File: config.mk
export PLATFORM = sky130hd
export DESIGN_NAME = pc_sequencer
export DESIGN_NICKNAME = d
export VERILOG_FILES = /design/src/rtl/pc_sequencer_pkg.sv /design/src/rtl/pc_sequencer_branch_target_calc.sv /design/src/rtl/pc_sequencer.sv
export SDC_FILE = /design/constraint.sdc
export NUM_CORES = 1
export LEC_CHECK = 0
export ABC_CLOCK_PERIOD_IN_PS = 11100
export BUFFER_PORTS_ARGS = -buffer_cell sky130_fd_sc_hd__buf_4
export CAP_MARGIN = 15
export CORE_MARGIN = 2
export CORE_UTILIZATION = 56
export CTS_CLUSTER_SIZE = 25
export DETAILED_ROUTE_END_ITERATION = 16
export GPL_TIMING_DRIVEN = 0
export PLACE_DENSITY = 0.86
export SYNTH_ARGS = -nofsm -noshare
export SYNTH_HDL_FRONTEND = slang
export SYNTH_SLANG_ARGS = --single-unit
File: constraint.sdc
create_clock -name clk -period 11.1 [get_ports clk]
set_input_delay 0 -clock clk [delete_from_list [all_inputs] [get_ports clk]]
set_output_delay 0 -clock clk [all_outputs]
set_load 0.01 [all_outputs]
File: src/rtl/pc_sequencer_pkg.sv
// rtl/pc_sequencer_pkg.sv - shared types and defaults for the program counter sequencer
// Contents: sequencer state encoding (ST_RUN, ST_FLUSH), next-PC select codes,
// default reset PC / exception vector, and a word-alignment helper.
package pc_sequencer_pkg;

    typedef enum logic {
        ST_RUN   = 1'b0,
        ST_FLUSH = 1'b1
    } seq_state_e;

    // NPC_HOLD covers stall cycles where the PC register keeps its value.
    typedef enum logic [2:0] {
        NPC_SEQ  = 3'd0,
        NPC_BR   = 3'd1,
        NPC_J    = 3'd2,
        NPC_JR   = 3'd3,
        NPC_EXC  = 3'd4,
        NPC_HOLD = 3'd5
    } npc_sel_e;

    localparam logic [31:0] DEF_RESET_PC   = 32'h0000_0000;
    localparam logic [31:0] DEF_EXC_VECTOR = 32'h0000_0180;

    function automatic logic [31:0] word_align(input logic [31:0] addr);
        return {addr[31:2], 2'b00};
    endfunction

endpackage

File: src/rtl/pc_sequencer_branch_target_calc.sv
// rtl/pc_sequencer_branch_target_calc.sv - combinational branch and jump target generation
// Ports:
//   pc_plus4_i   [31:0] address of the sequential successor instruction
//   imm_i        [15:0] signed branch offset in words
//   target_i     [25:0] jump word index
//   br_target_o  [31:0] pc_plus4_i + sign_extend(imm_i) * 4 (modulo 2^32)
//   j_target_o   [31:0] {pc_plus4_i[31:28], target_i, 2'b00}
module branch_target_calc (
    input  logic [31:0] pc_plus4_i,
    input  logic [15:0] imm_i,
    input  logic [25:0] target_i,
    output logic [31:0] br_target_o,
    output logic [31:0] j_target_o
);

    logic [31:0] offset;

    assign offset      = {{14{imm_i[15]}}, imm_i, 2'b00};
    assign br_target_o = pc_plus4_i + offset;
    assign j_target_o  = {pc_plus4_i[31:28], target_i, 2'b00};

endmodule

File: src/rtl/pc_sequencer.sv
// rtl/pc_sequencer.sv - program counter register, next-PC select and redirect flush window
// Optional feature macro: PC_SEQ_EXC_EN (adds Exc input, Epc output, exception redirect).
// Ports:
//   clk, reset          clock (rising edge), synchronous active-high reset
//   Stall               hold PC this cycle
//   Branch, Zero        conditional branch, taken when both set
//   Jump, JumpReg       j/jal and jr decoded
//   Imm [15:0]          branch word offset; Target [25:0] jump word index
//   RegAddr [31:0]      jr source register value
//   Exc / Epc [31:0]    exception request / faulting PC (PC_SEQ_EXC_EN only)
//   PC [31:0]           current fetch address; PCPlus4 [31:0] = PC + 4
//   Flush / Valid       squash window after a taken redirect; Valid = !Flush
module pc_sequencer
    import pc_sequencer_pkg::*;
#(
    parameter logic [31:0] RESET_PC     = DEF_RESET_PC,
    parameter int          FLUSH_CYCLES = 1,
    parameter logic [31:0] EXC_VECTOR   = DEF_EXC_VECTOR
) (
    input  logic        clk,
    input  logic        reset,
    input  logic        Stall,
    input  logic        Branch,
    input  logic        Zero,
    input  logic        Jump,
    input  logic        JumpReg,
    input  logic [15:0] Imm,
    input  logic [25:0] Target,
    input  logic [31:0] RegAddr,
`ifdef PC_SEQ_EXC_EN
    input  logic        Exc,
    output logic [31:0] Epc,
`endif
    output logic [31:0] PC,
    output logic [31:0] PCPlus4,
    output logic        Flush,
    output logic        Valid
);

    seq_state_e  state_q;
    logic [2:0]  cnt_q;
    logic [31:0] pc_q;
    logic [31:0] pc_d;
    logic        flush_q;
    logic        exc_w;
    npc_sel_e    sel;
    logic [31:0] pc_plus4;
    logic [31:0] br_target;
    logic [31:0] j_target;

`ifdef PC_SEQ_EXC_EN
    logic [31:0] epc_q;
    assign exc_w = Exc;
    assign Epc   = epc_q;
`else
    assign exc_w = 1'b0;
`endif

    assign pc_plus4 = pc_q + 32'd4;
    assign PC       = pc_q;
    assign PCPlus4  = pc_plus4;
    assign Flush    = flush_q;
    assign Valid    = ~flush_q;

    branch_target_calc u_btc (
        .pc_plus4_i  (pc_plus4),
        .imm_i       (Imm),
        .target_i    (Target),
        .br_target_o (br_target),
        .j_target_o  (j_target)
    );

    // Exceptions outrank everything, including stalls; during a flush window
    // the control inputs are wrong-path and only Stall is obeyed.
    always_comb begin
        sel = NPC_SEQ;
        if (exc_w)
            sel = NPC_EXC;
        else if (state_q == ST_FLUSH)
            sel = Stall ? NPC_HOLD : NPC_SEQ;
        else if (Stall)
            sel = NPC_HOLD;
        else if (JumpReg)
            sel = NPC_JR;
        else if (Jump)
            sel = NPC_J;
        else if (Branch && Zero)
            sel = NPC_BR;

        pc_d = pc_plus4;
        case (sel)
            NPC_BR:   pc_d = br_target;
            NPC_J:    pc_d = j_target;
            NPC_JR:   pc_d = word_align(RegAddr);
            NPC_EXC:  pc_d = word_align(EXC_VECTOR);
            NPC_HOLD: pc_d = pc_q;
            default:  pc_d = pc_plus4;
        endcase
    end

    always_ff @(posedge clk) begin
        if (reset) begin
            pc_q    <= word_align(RESET_PC);
            state_q <= ST_RUN;
            cnt_q   <= 3'd0;
            flush_q <= 1'b0;
`ifdef PC_SEQ_EXC_EN
            epc_q   <= 32'd0;
`endif
        end else begin
            pc_q <= pc_d;
            case (sel)
                NPC_BR, NPC_J, NPC_JR, NPC_EXC: begin
                    state_q <= ST_FLUSH;
                    cnt_q   <= 3'(FLUSH_CYCLES);
                    flush_q <= 1'b1;
                end
                default: begin
                    // Bubbles are consumed even while stalled.
                    if (state_q == ST_FLUSH) begin
                        cnt_q <= cnt_q - 3'd1;
                        if (cnt_q == 3'd1) begin
                            state_q <= ST_RUN;
                            flush_q <= 1'b0;
                        end
                    end
                end
            endcase
`ifdef PC_SEQ_EXC_EN
            if (sel == NPC_EXC)
                epc_q <= pc_q;
`endif
        end
    end

endmodule

==> reports/metrics.sh <==
STATUS='finished clean'
REPORT.FINAL.SLEW_VIOL_COUNT=0
NUMBER_OF_BUFFERS_CREATED_BY_CTS=5
YOSYS-MUX-AREA-FRACTION_PCT=0
HOLD_PATH_STARTPOINT='RegAddr[30]'
TIMING.FINAL.HOLD_VIOLATIONS=0
FINALNONFILLERCELLS=791
FF2FF_SETUP_SLACK_NS=6.21
CHIPWIDTH_UM=90.00
DETAILEDROUTE.FIRSTITERATIONVIOLATIONS=548
ANTENNA-DIODE-COUNT=0
SYNTH_XOR_XNOR_AREA_SHARE_PCT=10.97
ROUTED_WIRELENGTH_UM=16240
CRITICAL_PATH_CLASS='reg2reg'
CTS.REPORTEDPATHS.CLKPINSLEW_NS=0.09
CTS-HOLD-FIX-BUFFERS=0
VIAS=5240
KIND_OF_CAPTURE_POINT_OF_THE_WORST_SETUP_PATH='flop'
SLOWEST_DELAY_NS=0.88
HEIGHT_OF_THE_DIE_UM=90.00
POST_SYNTH_INST_COUNT=544
SYN_AREA_SQ_UM=4141
TIMING.CRITICAL_PATH.REQUIRED_NS=11.30
FLOORPLAN.IO_PINS=147
COREAREA_SQ_UM=7214
POST_ROUTE_CELLS_DRIVE_ABOVE_1_SHARE_PCT=23.84
TIMING.FMAX_GHz=0.2046
FINAL_MIN_PERIOD_OVER_CLOCK_PERIOD_PCT=44.03
OVERFLOW=0
DESIGN.FINAL.NETS=811
R2R_CELLS=15
SYNTH_SIMPLE_GATE_AREA_SHARE_PCT=23.23
DETAILED_PLACE_HPWL_UM=12340
WORST-PATH-BUF-INV=1
START_KIND='flop'
ASYNCSETRESETFLOPFRACSYNTH_PCT=0
GRT_START_MAX_NET_PINS=19
POWER.DENSITY_CELL_AREA_nW_PER_UM2=93.10
N_FILL_CELL=606
WORST_SKEW_PAIR.LATE_LATENCY_NS=0.30
CP_TOP_FAMILY='simple AND/OR/NAND/NOR gates'
SETUP-VIOLATIONS-FINAL=0
DRTANTENNAVIOLNETS=0
TIMING.SLEW.HEADROOM_PCT=20.30
DRT_FIRST_PASS_ITERS=5
YOSYS.AREA_SHARE.ADDER_PCT=11.66
CTS.HTREE.LEVELS=2
STATIC_LEAKAGE_POWER_nW=2.462
FP.DIEAREA_SQ_UM=8099
CRITICAL-PATH-SLOWEST-CELL='sky130_fd_sc_hd__nor4_1'
START_UTIL_PCT=57.41
PLACED_CELLS=784
FLOW.AREA_GROWTH_FROM_SYNTHESIS_PCT=30.39
CTS.SINK_COUNT=35
REPORT.POWER.TOTAL_mW=0.5028
LAYOUT_MIN_CYCLE_TIME_NS=4.887
POST_CTS.REPAIR.SETUP_BUFFERS=0
ROUTED_WIRE_LENGTH_PER_INSTANCE_UM=20.53
CLK_SKEW_NS=0.008832
SYNTH_CELL_TYPES=65
RSZ0062_AT_GRT='no'
CORE.ROWCOUNT=31
IR_WORST_VDD_mV=0.06830
RATIO_OF_ROUTED_VIAS_TO_STANDARD_CELLS=6.625
NUMBER_OF_CELLS_ON_THE_WORST_HOLD_PATH=3
CTS_MAX_PATH_BUFFERS=2
CRITICAL_PATH.CELL_CHAIN='ha_1 > nand3_1 > nor4_1 > nand2_1 > xnor2_1 > ha_1 > buf_4 > a211o_1 > a21oi_1 > a211oi_1 > nor4_2 > o31ai_1 > a21oi_1 > xnor2_1 > a22o_1'
R2R-START='PC[2]'
CP.ARRIVAL_NS=5.09
TIMING.SETUP.TNS_NS=0
CRIT_FANOUT=7
SYNTH_ENABLE_FLOP_CELLS=0
SYNTH-SEQ-CELLS=35
WORSTMARGINPINSLEW_NS=1.192
GRT.TOTAL_USAGE_PCT=39.35
SYNTH_COMPOUND_AREA_SHARE_PCT=30.76
GRT_PASS1_WL_UM=25570
CRITICAL_PATH_CELL_COUNT=15
IO_BUFFER_COUNT=138
YOSYSWARNINGCOUNT=0
WORSTHOLDPATHTYPE='in2reg'
STARTPOINT='PC[2]'
ANTENNA_VIOLATIONS_BEFORE_REPAIR=0
DOMINANT_COMBINATIONAL_CELL_FAMILY_BY_AREA_AFTER_SYNTHESIS='compound AO/OA/AOI/OAI gates'
CAP_VIOL_MAX_COUNT=0
CTSRESIZECOUNT=0
DRT_DRC_VIOLATIONS_LEFT=0
FIRST_GLOBAL_VIAS=4952
RR_ENDPOINT='PC[31]'
YOSYSSEQAREASHARE_PCT=16.92
SYNTH-MAIN-FF-CELL='sky130_fd_sc_hd__dfxtp_1'
TRITONCTS='yes'
CTS_ROOT_BUF='sky130_fd_sc_hd__clkbuf_8'
SYNTH_AREA_PER_CELL_SQ_UM=7.613
WORST_HOLD_PATH.ENDPOINT='PC[30]'
FINAL_REPLACE_WEIGHTED_CONGESTION=0.9875
[cell families after synthesis]
group,after synthesis
AND/OR/NAND/NOR,186
flip-flops,35
XOR/XNOR,51
AO/OA/AOI/OAI,169
adder cells (fa/ha/maj),38
buffers and inverters,64
other,1
[worst max-delay path by stage]
stage | end | slack (ns)
3_3_place_gp | PC[30] | 6.54
6_report | PC[31] | 6.21
5_1_grt | PC[30] | 6.04
3_5_place_dp | PC[31] | 6.42
2_1_floorplan | PC[31] | 7.32
4_1_cts | PC[31] | 6.39
[worst reg2reg max path: cells and delay by family, from the launching register on]
kind,cells,cell delay (ns)
simple gates,4,1.78
buf+inv,1,0.16
flops,1,0.45
compound gates,6,1.31
fa+ha+maj,2,0.56
xor+xnor,2,0.52
[layer usage]
metal  up-vias  wire (um)  GRT usage [%]
li1       2331          -              -
met1      2423       6227          50.78
met2       411       7266          64.33
met3        75       2036          8.131
met4         0        711          16.03
met5         -          0              0
[power by group]
group | leakage [nW] | internal (mW) | total (mW) | switching [mW]
Clock | 0.0470 | 0.0489 | 0.104 | 0.0554
Sequential | 0.290 | 0.136 | 0.151 | 0.0147
Combinational | 2.13 | 0.110 | 0.248 | 0.137
Total | 2.46 | 0.295 | 0.503 | 0.207
[registers in the layout, summed over array words and instances, names as in the netlist]
name,count
PC,30
Flush,1
state_q,1
cnt_q,3
[stage by stage]
stage | hold slack [ns] | area, sq um | setup WS, ns | util, %
finish | 0.006415 | 5400 | 6.213 | 74.85
floorplan | 0.1958 | 4153 | 7.325 | -
detailed placement | 0.3083 | 5313 | 6.415 | 73.64
CTS | 0.005989 | 5400 | 6.387 | 74.85
global placement | 0.2940 | 5313 | 6.540 | 73.64
global route | 0.02214 | 5400 | 6.037 | 74.85
[synth_stat cells (all sizes together), types with 3 or more instances]
cell	count	area share (%)
dfxtp	35	17
nand3b	5	0.91
nand4	9	1.5
nand2	54	4.9
a21o	16	2.9
o21a	3	0.54
nor4	4	0.91
buf	8	1.3
nor3	17	2.1
nor2	32	2.9
xor2	13	2.7
nor4b	3	0.79
inv	33	3.0
a21oi	44	5.3
nor2b	15	2.3
nand3	23	2.8
or3	3	0.45
and2	3	0.45
and3	8	1.2
o21ai	14	1.7
a221o	23	5.6
xnor2	38	8.2
a2111oi	4	1.3
o31ai	6	1.2
a211o	3	0.63
clkbuf	23	2.1
a31oi	4	0.60
ha	37	11
a221oi	31	6.7
[cells in the final DEF (no fill, tap or decap), types with 3 or more instances in the layout]
cell	synthesis	layout
sky130_fd_sc_hd__a221oi_1	30	30
sky130_fd_sc_hd__clkbuf_1	23	23
sky130_fd_sc_hd__buf_4	6	144
sky130_fd_sc_hd__a31oi_1	4	4
sky130_fd_sc_hd__a2111oi_0	3	3
sky130_fd_sc_hd__a21o_1	16	16
sky130_fd_sc_hd__o31ai_1	5	5
sky130_fd_sc_hd__nor3_1	17	17
sky130_fd_sc_hd__o21ai_0	13	13
sky130_fd_sc_hd__nand2_1	54	54
sky130_fd_sc_hd__nor2b_1	15	15
sky130_fd_sc_hd__and3_1	8	8
sky130_fd_sc_hd__clkbuf_8	0	6
sky130_fd_sc_hd__dfxtp_1	35	35
sky130_fd_sc_hd__nor2_1	32	32
sky130_fd_sc_hd__inv_1	33	33
sky130_fd_sc_hd__a221o_1	23	23
sky130_fd_sc_hd__ha_1	37	37
sky130_fd_sc_hd__conb_1	1	4
sky130_fd_sc_hd__o21a_1	3	3
sky130_fd_sc_hd__or3_1	3	3
sky130_fd_sc_hd__nand3b_1	5	5
sky130_fd_sc_hd__xor2_1	13	13
sky130_fd_sc_hd__a211o_1	3	3
sky130_fd_sc_hd__xnor2_1	37	37
sky130_fd_sc_hd__a21oi_1	44	44
sky130_fd_sc_hd__nand3_1	23	23
sky130_fd_sc_hd__and2_1	3	3
sky130_fd_sc_hd__nand4_1	8	8
[layout make-up]
class                           count  area, sq um  share of cell area [%]
Multi-Input combinational cell    448         3188                   59.04
Timing Repair Buffer              138         1036                   19.18
Sequential cell                    35        700.7                   12.97
Buffer                             31        140.1                   2.595
Inverter                           33        123.9                   2.294
Tap cell                           99        123.9                   2.294
Clock buffer                        6        82.58                   1.529
Clock inverter                      1        5.005                 0.09268
No activity file was read; power rests on OpenSTA's default activity.
